`config.mk`:
```
export PLATFORM = sky130hd
export DESIGN_NAME = mdu_sequencer
export DESIGN_NICKNAME = d
export VERILOG_FILES = /design/src/rtl/mdu_sequencer.sv
export SDC_FILE = /design/constraint.sdc
export NUM_CORES = 1
export LEC_CHECK = 0
export CELL_PAD_IN_SITES_DETAIL_PLACEMENT = 1
export CELL_PAD_IN_SITES_GLOBAL_PLACEMENT = 1
export CORE_ASPECT_RATIO = 0.8
export CORE_UTILIZATION = 39
export DETAILED_ROUTE_END_ITERATION = 16
export PLACE_DENSITY = 0.95
export SLEW_MARGIN = 15
export SYNTH_ARGS = -nofsm -noshare
export SYNTH_HDL_FRONTEND = slang
export SYNTH_SLANG_ARGS = --single-unit
```
`constraint.sdc`:
```
create_clock -name clk -period 9.1 [get_ports clk]
set_clock_uncertainty 0.15 [all_clocks]
set_input_delay 0.91 -clock clk [delete_from_list [all_inputs] [get_ports clk]]
set_output_delay 0.91 -clock clk [all_outputs]
set_load 0.01 [all_outputs]
```
`src/rtl/mdu_sequencer.sv`:
```
// mdu_sequencer: launch, stall and writeback control for the shared
// iterative multiply/divide unit; divide corner cases resolve locally.
module mdu_sequencer #(
   parameter int TIMEOUT = 40
) (
   input  logic        clk,
   input  logic        rst,
   input  logic        start,
   input  logic [4:0]  alu_op,
   input  logic [31:0] rs1_val,
   input  logic [31:0] rs2_val,
   input  logic        flush,
   output logic        unit_start,
   output logic [2:0]  unit_op,
   output logic [31:0] unit_a,
   output logic [31:0] unit_b,
   output logic        unit_abort,
   input  logic        unit_done,
   input  logic [31:0] unit_result,
   output logic        stall,
   output logic [31:0] result,
   output logic        result_valid,
   output logic        err,
   output logic        busy
);

   localparam int CW = $clog2(TIMEOUT + 1);
   localparam logic [CW-1:0] LAST = CW'(TIMEOUT - 1);

   localparam logic [4:0] OP_MUL  = 5'b01011;
   localparam logic [4:0] OP_REMU = 5'b10010;

   localparam logic [2:0] F_DIV  = 3'd4;
   localparam logic [2:0] F_DIVU = 3'd5;
   localparam logic [2:0] F_REM  = 3'd6;
   localparam logic [2:0] F_REMU = 3'd7;

   typedef enum logic [1:0] {
      IDLE,
      SHORT,
      RUN,
      DONE
   } state_t;

   state_t state, state_n;

   logic [CW-1:0] cnt;
   logic          first;
   logic          err_q;
   logic          abort_q;
   logic [31:0]   short_q;

   logic        valid_op;
   logic [2:0]  f3;
   logic        div0;
   logic        ovf;
   logic        corner;
   logic [31:0] short_val;

   logic accept;
   logic go_run;
   logic go_short;
   logic take_short;
   logic take_unit;
   logic time_out;
   logic do_abort;

   // Low three bits of (alu_op - MUL) equal alu_op[2:0] - 3 modulo 8.
   always_comb begin
      f3        = alu_op[2:0] - 3'd3;
      valid_op  = (alu_op >= OP_MUL) && (alu_op <= OP_REMU);
      div0      = (rs2_val == 32'h0);
      ovf       = (rs1_val == 32'h8000_0000) && (rs2_val == 32'hFFFF_FFFF);
      corner    = 1'b0;
      short_val = 32'h0;
      case (f3)
         F_DIV: begin
            corner    = div0 | ovf;
            short_val = div0 ? 32'hFFFF_FFFF : 32'h8000_0000;
         end
         F_DIVU: begin
            corner    = div0;
            short_val = 32'hFFFF_FFFF;
         end
         F_REM: begin
            corner    = div0 | ovf;
            short_val = div0 ? rs1_val : 32'h0;
         end
         F_REMU: begin
            corner    = div0;
            short_val = rs1_val;
         end
         default: begin
            corner    = 1'b0;
            short_val = 32'h0;
         end
      endcase
   end

   always_ff @(posedge clk or posedge rst) begin
      if (rst) begin
         state <= IDLE;
      end else begin
         state <= state_n;
      end
   end

   always_comb begin
      state_n    = state;
      go_run     = 1'b0;
      go_short   = 1'b0;
      take_short = 1'b0;
      take_unit  = 1'b0;
      time_out   = 1'b0;
      do_abort   = 1'b0;
      accept     = start & valid_op & ~flush;
      unique case (state)
         IDLE: begin
            if (accept) begin
               if (corner) begin
                  go_short = 1'b1;
                  state_n  = SHORT;
               end else begin
                  go_run  = 1'b1;
                  state_n = RUN;
               end
            end
         end
         SHORT: begin
            if (flush) begin
               state_n = IDLE;
            end else begin
               take_short = 1'b1;
               state_n    = DONE;
            end
         end
         RUN: begin
            // Flush wins over completion and over the watchdog.
            if (flush) begin
               do_abort = 1'b1;
               state_n  = IDLE;
            end else if (unit_done) begin
               take_unit = 1'b1;
               state_n   = DONE;
            end else if (cnt == LAST) begin
               time_out = 1'b1;
               state_n  = DONE;
            end
         end
         DONE: begin
            state_n = IDLE;
         end
         default: begin
            state_n = IDLE;
         end
      endcase
   end

   always_comb begin
      busy         = (state != IDLE);
      stall        = ((state == IDLE) & accept)
                   | (state == SHORT)
                   | (state == RUN);
      unit_start   = (state == RUN) & first;
      result_valid = (state == DONE) & ~flush;
      err          = result_valid & err_q;
      unit_abort   = abort_q;
   end

   always_ff @(posedge clk or posedge rst) begin
      if (rst) begin
         cnt     <= '0;
         first   <= 1'b0;
         err_q   <= 1'b0;
         abort_q <= 1'b0;
         short_q <= 32'h0;
         result  <= 32'h0;
         unit_op <= 3'd0;
         unit_a  <= 32'h0;
         unit_b  <= 32'h0;
      end else begin
         abort_q <= do_abort;
         first   <= go_run;
         if (go_run) begin
            unit_op <= f3;
            unit_a  <= rs1_val;
            unit_b  <= rs2_val;
            cnt     <= '0;
         end else if (state == RUN) begin
            cnt <= cnt + CW'(1);
         end
         if (go_short) begin
            short_q <= short_val;
         end
         if (take_short) begin
            result <= short_q;
            err_q  <= 1'b0;
         end
         if (take_unit) begin
            result <= unit_result;
            err_q  <= 1'b0;
         end
         if (time_out) begin
            result <= 32'h0;
            err_q  <= 1'b1;
         end
      end
   end

endmodule
```
After elaboration in Yosys (flattened, before gate mapping)
Index checks and enable logic that the tools add are counted.
W data, S select, Z words.
{"block": "totals", "register_bits": 142, "out_inout_bits": 105, "wordCells": 82, "in_bits": 106}
{"block": "classes", "n_bitwise": 10, "n_eq_ne": 12, "n_reduce_logical": 10, "addsub": 2, "muxes": 36, "order_cmp": 2}
{"cell": "$mux W32", "n": 4}
{"cell": "$pmux W32 S4", "n": 1}
{"cell": "$eq A32 B32 Y1 const B", "n": 2}
{"cell": "$logic_not A32 Y1", "n": 1}
{"cell": "$mux W31", "n": 1}
{"cell": "$mux W1", "n": 20}
{"cell": "$eq A3 B3 Y1 const B", "n": 4}
{"cell": "$mux W2", "n": 6}
{"cell": "$mux W6", "n": 2}
{"cell": "$pmux W2 S4", "n": 1}
{"cell": "$add A6 B1 Y6 const B", "n": 1}
{"cell": "$and A1 B1 Y1", "n": 6}
{"cell": "$eq A6 B6 Y1 const B", "n": 1}
{"cell": "$ge A5 B4 Y1 const B", "n": 1}
{"cell": "$le A5 B5 Y1 const B", "n": 1}
{"cell": "$eq A2 B2 Y1 const B", "n": 2}
{"cell": "$ne A4 B4 Y1 const B", "n": 1}
{"cell": "$reduce_bool A2 Y1", "n": 2}
{"cell": "$reduce_or A2 Y1", "n": 2}
{"cell": "$or A1 B1 Y1", "n": 3}
{"cell": "$reduce_bool A3 Y1", "n": 1}
{"cell": "$sub A3 B2 Y3 const B", "n": 1}
{"cell": "$eq A2 B1 Y1 const B", "n": 1}
{"cell": "$logic_and A1 B1 Y1", "n": 2}
{"cell": "other kinds (5)", "n": 5}

Longest topological paths before layout
Gate-level depths: netlist (run 1).
{"block": "logic_depth", "depth_word": 8, "depth_mapped": 10, "mapped_depth_nobuf": 8}

Worst setup path after synthesis (run 1)
Ideal clock, no wire load.
{"block": "synth_timing", "kind": "input port to output port", "startpoint": "input alu_op[0]", "endpoint": "output stall", "required_time_ns": 8.040, "arrival_time_ns": 1.984, "path_stages": 5, "path_slack_ns": 6.056, "n_path_buf": 0, "path_cell_list": "ha_1 -> a211o_1 -> nand4b_1 -> a21oi_1 -> or3_1"}
{"block": "synth_between", "elab_chain_cells": 7, "elab_cells_between_ends": 8, "classes_between": "order compare: 2; bitwise: 5; reduce/logical: 1"}
{"element": "from (decl)", "line_no": "9", "rtl": "input logic [4:0] alu_op,"}
{"element": "$ge A5 B4 Y1 / $le A5 B5 Y1 (equally long branches)", "line_no": "71", "rtl": "valid_op = (alu_op >= OP_MUL) && (alu_op <= OP_REMU);"}
{"element": "$logic_and A1 B1 Y1 *", "line_no": "71"}
{"element": "$and A1 B1 Y1 * (2 in a row)", "line_no": "116", "rtl": "accept = start & valid_op & ~flush;"}
{"element": "$and A1 B1 Y1 *", "line_no": "161", "rtl": "stall = ((state == IDLE) & accept)"}
{"element": "$or A1 B1 Y1 *", "line_no": "162", "rtl": "| (state == SHORT)"}
{"element": "$or A1 B1 Y1 *", "line_no": "163", "rtl": "| (state == RUN);"}
{"element": "to (decl)", "line_no": "20", "rtl": "output logic stall,"}
Every way passes the cells marked *; elsewhere a longest branch is shown, timed or not.

Worst setup path after layout (run 1)
Ends and elaborated chain as after synthesis.

==> results of run 1 <==
-- layer usage --
metal  global-route usage  vias to the layer above
met3               0.0700                       25
met2                0.435                      200
met4               0.0784                        0
met5                    0                        -
li1                     -                     2448
met1                0.336                     2794
-- logic make-up (layout without fill, tap and decap cells) --
| logic type | after synthesis | count (layout) |
|---|---|---|
| buffers and inverters | 45 | 260 |
| DFF | 142 | 142 |
| adders and majority gates | 10 | 10 |
| and+or+nand+nor | 145 | 145 |
| AOI/OAI and AO/OA | 117 | 117 |
| xor gates and xnor gates | 5 | 5 |
| muxes | 99 | 99 |
-- stage by stage --
step / worst slack [ns] / hold slack, ns / cell area, um^2 / instances / util
after detailed placement: 4.40 / 0.323 / 8960 / 966 / 0.534
after global placement: 4.57 / 0.303 / 8960 / 966 / 0.534
final: 4.61 / 0.334 / 9600 / 998 / 0.572
after CTS: 4.63 / 0.337 / 9600 / 998 / 0.572
after global routing: 4.50 / 0.369 / 9600 / 998 / 0.572
after floorplan: 4.23 / 0.291 / 6760 / 563 / -
-- layout make-up --
cell class	instances	area, um^2
repair buffers	219	2170
well taps	220	275
fillers	1741	7170
inverters	9	38.8
flip-flops and latches	142	3550
multi-input cells	376	2920
clock inverters	15	213
clock buffers	17	425
-- power by group --
part | leakage (nW) | switching, W | internal, W
clock network | 0.300 | 0.000295 | 0.000464
logic | 2.01 | 0.000471 | 0.000704
registers | 1.80 | 0.000160 | 0.000874
-- worst register-to-register path, delay by kind of cell, from the launching register on --
family / cells / cell delay (ns)
and+or+nand+nor: 1 / 0.73
adders and majority gates: 1 / 0.24
AOI/OAI and AO/OA: 1 / 0.38
muxes: 1 / 0.40
DFF: 1 / 0.42
buffers and inverters: 3 / 0.83
-- sequential cells by signal, summed over array words and instances (netlist names), 2 cells and up --
signal / count
result: 32
unit_op: 3
state: 2
short_q: 32
cnt: 6
unit_a: 32
unit_b: 32
-- synthesized netlist by cell type, drive strengths merged (3+ instances only) --
cell,count,share of area
nor4,17,0.020
and2,4,0.0041
mux2,66,0.14
inv,9,0.0050
a32oi,3,0.0050
o21ai,35,0.026
nor2b,4,0.0037
dfrtp,142,0.53
a211oi,32,0.036
nand4,16,0.015
ha,10,0.019
mux2i,33,0.049
nand2,39,0.022
nor2,47,0.026
buf,15,0.027
xor2,3,0.0039
and4,3,0.0039
a21oi,38,0.028
clkbuf,21,0.012
-- how the worst max path moves through the flow --
stage	startpoint	end	slack [ns]
2_1_floorplan	rst	cnt[0]	4.23
3_3_place_gp	alu_op[0]	unit_b[21]	4.57
3_5_place_dp	alu_op[0]	unit_b[21]	4.40
4_1_cts	alu_op[0]	stall	4.63
5_1_grt	alu_op[0]	stall	4.50
6_report	alu_op[0]	stall	4.61
==> flow_summary.json, run 1 <==
{
  "status": "completed",
  "synth_top_family_by_area": "multiplexers",
  "synthSimpleGateAreaFrac": 0.111,
  "track_usage": 0.263,
  "worstReg2RegEnd": "unit_b[17]",
  "wl_um": 22200,
  "timing.final.crit_period_ns": 4.49,
  "reg2reg_slack_ns": 5.85,
  "clk_pin_slew_ns": 0.06,
  "synth_xor_area_frac": 0.00648,
  "synth_area_um2": 6760,
  "place.gp.congestion": 0.862,
  "worst_hold_path.endpoint": "short_q[31]",
  "synth-async-reset-ratio": 1.00,
  "grt_max_degree": 77,
  "cts_sinks": 142,
  "synth_edf_count": 0,
  "grt_pass1_wl_um": 35200,
  "layout.nets": 881,
  "drtIter0Drc": 268,
  "port_buffers": 210,
  "tritoncts": "built",
  "cts_setup_buffers": 0,
  "drv_cap": 0,
  "cts_buffers": 17,
  "top_layer": "met4",
  "synth_compound_area_frac": 0.106,
  "drive_gt1_frac": 0.149,
  "max_slew.worst_pin.slew_ns": 0.858,
  "drtAntennaViolNets": 0,
  "power.density_nw_per_um2": 309,
  "grt_antenna_before_repair": 0,
  "layout_common_cells": "clkdlybuf4s50_1 (210), dfrtp_1 (142), mux2_4 (52), nor2_1 (47), nand2_1 (39)",
  "final_common_cell": "clkdlybuf4s50_1",
  "wl_met3_um": 1380,
  "syn_avg_cell_area_um2": 12.0,
  "syn_nets": 679,
  "dpl.hpwl_um": 15500,
  "wl_per_cell_um": 22.3,
  "clock_latency_ns": 0.42,
  "path_delay_family": "buffers and inverters",
  "min_path_cells": 2,
  "syn_inst": 563,
  "cts_max_path_buffers": 2,
  "cp_num_buf_inv": 3,
  "dieWidth_um": 149,
  "cts_resized": 0,
  "yosysWarningCount": 0,
  "setup_viol": 0,
  "power_leakage_nw": 4.11,
  "startpoint_type": "input pin",
  "fin_crit_sh": 0.494,
  "antenna-diode-count": 0,
  "critical_path_class": "in -> out",
  "min_from": "short_q[31]",
  "cp_max_fo": 6,
  "total_power_w": 0.00297,
  "endpoint_kind": "primary output",
  "path_cells": "clkdlybuf4s50_1 > inv_1 > ha_1 > o2111ai_1 > a21oi_1 > or3_1 > clkdlybuf4s50_1",
  "ios": 211,
  "start_util": 0.403,
  "htree_levels": 4,
  "max_clock_freq_mhz": 223,
  "core_area_um2": 16800,
  "syn2layout_area_growth_pct": 42.0,
  "die_h_um": 120,
  "max_stage_delay_ns": 0.60,
  "num_vias": 5467,
  "ys_seq_elements": 142,
  "synthAdderAreaFrac": 0.0185,
  "cts_root_buf": "clkbuf_16",
  "vdd_drop_max_uv": 146,
  "synth_cell_types": 47,
  "synth_seq_area_share": 0.526,
  "die-area_um2": 17900,
  "grt_setup_unrepaired": "false",
  "muxShareOfSynthArea": 0.188,
  "crit_slowest_cell": "clkdlybuf4s50_1",
  "tns_ns": 0,
  "cp.depth": 7,
  "crit_top_cell": "clkdlybuf4s50_1",
  "cts_hold_buf": 0,
  "grt_pass1_vias": 6028,
  "drc": 0,
  "slew_headroom": 0.428,
  "hold_path.class": "reg -> reg",
  "drv_slew": 0,
  "rr_startpoint": "state[1]",
  "grt_overflow": 0,
  "wl_met1_um": 9840,
  "hold_viol": 0,
  "crit_arrival_ns": 3.43,
  "via_per_inst": 5.48,
  "reg2reg_depth": 7,
  "placementRows": 42,
  "route.met2.wl_um": 10700,
  "synthFlopType": "dfrtp_1",
  "dr.pass1.iters": 5,
  "cp.required_ns": 8.04
}
Power figures use the tool's default switching activity.
==> run 2, diff against run 1 <==
- CORE_UTILIZATION: 39 -> 36
- PLACE_DENSITY: 0.95 -> 0.92
- clock period: 9.1 -> 4.6 ns (I/O delays scaled with it)
==> run 2 against run 1 <==
Net effect:
- cell count is 3.8% higher
- setup slack worse by 3.5 ns
- sequential power is 99% higher
- wire length is 0.90% lower
- count of clock-buffer cells in the layout stayed put
- critical endpoint is now unit_a[8]
- largest cell class unchanged
==> flow_summary.json, run 2 (same netlist as run 1, synthesis figures left out) <==
{
  "timing.final.crit_period_ns": 3.52,
  "cts_root_buf": "clkbuf_16",
  "min_from": "short_q[23]",
  "grt_max_degree": 101,
  "dieWidth_um": 155,
  "total_power_w": 0.00574,
  "syn2layout_area_growth_pct": 42.4,
  "n_fill_cell": 1930,
  "drc": 0,
  "hold_viol": 0,
  "wl_um": 22000,
  "pwr-share-comb": 0.404,
  "via_per_inst": 5.21,
  "critical_path_class": "in -> reg",
  "min_path_cells": 2,
  "swShare": 0.323,
  "antenna-diode-count": 0,
  "cts_hold_buf": 0,
  "port_buffers": 210,
  "num_vias": 5400,
  "power.density_nw_per_um2": 596,
  "cts_setup_buffers": 0,
  "drv_slew": 0,
  "register_area_um2": 3550,
  "vdd_drop_max_uv": 270,
  "seq_power_share": 0.357,
  "endpoint_kind": "register",
  "wl_per_cell_um": 21.3,
  "place.gp.congestion": 0.813,
  "grt_setup_unrepaired": "false",
  "stdcell_count": 1036,
  "power_leakage_nw": 4.11,
  "dr.pass1.iters": 4,
  "die-area_um2": 19300,
  "critPathCapture": "unit_a[8]",
  "grt_pass1_wl_um": 34600,
  "worstReg2RegEnd": "unit_a[8]",
  "cts_resized": 0,
  "multi_input_area_um2": 2920,
  "cts_sinks": 142,
  "track_usage": 0.235,
  "max_slew.worst_pin.slew_ns": 0.958,
  "rr_startpoint": "state[0]",
  "start_util": 0.370,
  "cts_buffers": 17,
  "whs_ns": 0.341,
  "internal-power_w": 0.00389,
  "layout.nets": 886,
  "dpl.hpwl_um": 15800,
  "cp.required_ns": 4.76,
  "tritoncts": "built",
  "cts_max_path_buffers": 2,
  "final_core_util": 0.527,
  "grt_antenna_before_repair": 0,
  "cp_max_fo": 30,
  "grt_overflow": 0,
  "hold_path.class": "reg -> reg",
  "grt_pass1_vias": 5920,
  "status": "completed",
  "ios": 211,
  "placementRows": 44,
  "layout_common_cells": "clkdlybuf4s50_1 (210), dfrtp_1 (142), mux2_4 (52), nor2_1 (47), nand2_1 (39)",
  "reg2reg_depth": 7,
  "max_clock_freq_mhz": 284,
  "place_inst": 1004,
  "drtIter0Drc": 271,
  "tns_ns": 0,
  "die_h_um": 125,
  "drive_gt1_frac": 0.155,
  "crit_path_start": "alu_op[0]",
  "final_common_cell": "clkdlybuf4s50_1",
  "drtAntennaViolNets": 0,
  "core_area_um2": 18300,
  "slew_headroom": 0.361,
  "switchingPower_w": 0.00185,
  "reg2reg_slack_ns": 1.78,
  "htree_levels": 4,
  "clock_latency_ns": 0.42,
  "power_frac_clock": 0.239,
  "startpoint_type": "input pin",
  "setup_viol": 0,
  "clk_pin_slew_ns": 0.06,
  "crit_arrival_ns": 3.67,
  "fin_crit_sh": 0.765,
  "drv_cap": 0
}
run 2: routing by layer:
| metal | wire (um) | global-route usage |
|---|---|---|
| met2 | 10100 | 0.373 |
| met3 | 1310 | 0.0564 |
| met4 | 456 | 0.0704 |
| met5 | 0 | 0 |
| met1 | 10200 | 0.317 |
run 2: cell type report:
cell class | count | share of cell area
Clock buffer | 17 | 0.0442
Clock inverter | 15 | 0.0157
Inverter | 9 | 0.00403
Multi-Input combinational cell | 376 | 0.303
Sequential cell | 142 | 0.369
Tap cell | 253 | 0.0329
Timing Repair Buffer | 224 | 0.231
run 2: power groups by stage:
stage / Combinational (W) / Clock, W / Sequential, W
3_5_place_dp: 0.00233 / 0 / 0.00206
2_1_floorplan: 0.000884 / 0 / 0.00220
3_3_place_gp: 0.00224 / 0 / 0.00204
4_1_cts: 0.00234 / 0.00138 / 0.00205
6_report: 0.00232 / 0.00137 / 0.00205
5_1_grt: 0.00248 / 0.00143 / 0.00210
run 2: worst min-delay path by stage:
stage	to	slack [ns]
2_1_floorplan	err_q	0.29
3_3_place_gp	short_q[21]	0.32
3_5_place_dp	short_q[23]	0.33
4_1_cts	short_q[23]	0.34
5_1_grt	short_q[24]	0.37
6_report	short_q[23]	0.34
run 2: metrics by stage:
step / cell area, um^2 / setup WS (ns)
after floorplan: 6760 / 0.180
after global placement: 9050 / 0.866
after detailed placement: 9050 / 0.733
after CTS: 9630 / 1.15
after global routing: 9630 / 0.959
final: 9630 / 1.08
run 2: worst max-delay path, stage by stage:
cell	delay, ns
clkdlybuf4s50_1	0.52
ha_1	0.30
ha_1	0.38
nor2b_1	0.10
nor2_1	0.14
o21ai_0	0.20
a32oi_1	0.30
and2_4	0.59
buf_4	0.33
mux2_4	0.32
==> run 3, diff against run 2 <==
- CORE_UTILIZATION: 36 -> 33
- PLACE_DENSITY: 0.92 -> 0.89
- clock period: 4.6 -> 2.8 ns (I/O delays scaled with it)
==> run 3 against run 2 <==
Net effect:
- cell count up 8.2%
- global-route usage fell by 0.18 points
- register-to-register slack lost 1.4 ns
==> flow_summary.json, run 3 (same netlist as run 1, synthesis figures left out) <==
{
  "dr.pass1.iters": 4,
  "via_per_inst": 5.14,
  "grt_antenna_before_repair": 0,
  "cts_root_buf": "clkbuf_16",
  "cts_sinks": 142,
  "max_clock_freq_mhz": 371,
  "max_stage_delay_ns": 0.45,
  "die_h_um": 130,
  "power_leakage_nw": 4.55,
  "drc": 0,
  "crit_top_cell": "ha_1",
  "grt_max_degree": 118,
  "stdcell_count": 1121,
  "num_vias": 5760,
  "path_cells": "clkdlybuf4s50_1 > ha_1 > ha_1 > nor2b_1 > nor2_1 > nor3_1 > a32oi_1 > and2_4 > buf_12 > mux2_4",
  "wl_per_cell_um": 21.4,
  "layout_common_cells": "clkdlybuf4s50_1 (209), dfrtp_1 (142), buf_4 (80), mux2_4 (52), nor2_1 (47)",
  "seq_power_share": 0.342,
  "hold_viol": 0,
  "fin_crit_sh": 0.962,
  "drtIter0Drc": 378,
  "dp_slack_ns": -0.368,
  "path_delay_family": "simple AND/OR/NAND/NOR gates",
  "syn2layout_area_growth_pct": 53.6,
  "cts_buffers": 17,
  "die-area_um2": 21100,
  "core_area_um2": 19900,
  "layout_setup_ws_ns": 0.107,
  "startpoint_type": "input pin",
  "antenna-diode-count": 0,
  "drtAntennaViolNets": 0,
  "crit_arrival_ns": 2.84,
  "endpoint_kind": "register",
  "cp_max_fo": 32,
  "ios": 211,
  "slew_headroom": 0.556,
  "drive_gt1_frac": 0.230,
  "cp.required_ns": 2.95,
  "power.density_nw_per_um2": 952,
  "dpl.hpwl_um": 18000,
  "setup_viol": 0,
  "track_usage": 0.233,
  "port_buffers": 210,
  "cp_num_buf_inv": 2,
  "dieWidth_um": 162,
  "hold_path.class": "in -> async",
  "critical_path_class": "in -> reg",
  "vdd_drop_max_uv": 431,
  "timing.final.crit_period_ns": 2.69,
  "status": "completed",
  "drv_slew": 0,
  "swShare": 0.311,
  "drv_cap": 0,
  "wl_um": 24000,
  "crit_slowest_cell": "clkdlybuf4s50_1",
  "power_frac_clock": 0.260,
  "layout.nets": 960,
  "max_slew.worst_pin.slew_ns": 0.667,
  "start_util": 0.339,
  "internal-power_w": 0.00680,
  "grt_pass1_vias": 6383,
  "switchingPower_w": 0.00308,
  "clock_latency_ns": 0.42,
  "grt_setup_unrepaired": "false",
  "grt_overflow": 0,
  "final_common_cell": "clkdlybuf4s50_1",
  "cts_hold_buf": 0,
  "placementRows": 46,
  "htree_levels": 4,
  "pwr-share-comb": 0.398,
  "cts_max_path_buffers": 2,
  "grt_pass1_wl_um": 36800,
  "clk_pin_slew_ns": 0.07,
  "place.gp.congestion": 0.807,
  "place_inst": 1087,
  "tritoncts": "built"
}
-- run 3: per-layer routing --
layer / share of wire / track usage
met1: 0.42 / 0.282
met2: 0.50 / 0.404
met3: 0.063 / 0.0604
met4: 0.017 / 0.0810
met5: 0 / 0
-- run 3: cell type report --
type	count	area, um^2
multi-input cells	376	2940
well taps	264	330
fillers	2120	9530
clock buffers	17	425
repair buffers	298	2860
inverters	9	37.5
flip-flops and latches	142	3550
clock inverters	15	234
-- run 3: final timing paths --
path | startpoint | slack, ns | end | cells past startpoint
max in group asynchronous | rst | 1.72 | unit_b[12] | 3
min in group clk | short_q[0] | 0.33 | short_q[0] | 2
hold / removal | rst | 0.17 | result[29] | 3
hold reg to reg | short_q[0] | 0.33 | short_q[0] | 2
setup / recovery | alu_op[1] | 0.11 | unit_a[16] | 10
setup reg to reg | state[0] | 0.40 | result[11] | 7
-- run 3: what timing repair did --
item / 4_1_cts / 5_1_grt
gates cloned: 0 / 0
setup buffers: 1 / 1
endpoints found under the setup margin: 1 / 43
pin swaps: 1 / 1
resized for setup: 4 / 1
-- run 3: tightest hold or removal path, cell delays in order --
cell	delay [ns]
clkdlybuf4s50_1	0.44
clkinvlp_4	0.11
buf_4	0.31
-- run 3: power groups by stage --
stage,Sequential [W],Combinational (W),Clock (W)
floorplan,0.00361,0.00145,0
global placement,0.00335,0.00378,0
detailed placement,0.00338,0.00395,0
CTS,0.00338,0.00397,0.00261
global route,0.00347,0.00421,0.00267
finish,0.00338,0.00393,0.00257
-- run 3: through the flow --
stage,TNS (ns),cell area (um^2),hold slack [ns],util,power (W)
2_1_floorplan,0,6760,0.216,-,0.00507
3_3_place_gp,-17.49,9690,0.315,0.487,0.00713
3_5_place_dp,-31.02,9690,0.321,0.487,0.00733
4_1_cts,0,10400,0.169,0.521,0.00996
5_1_grt,0,10400,0.190,0.521,0.0104
6_report,0,10400,0.174,0.521,0.00988
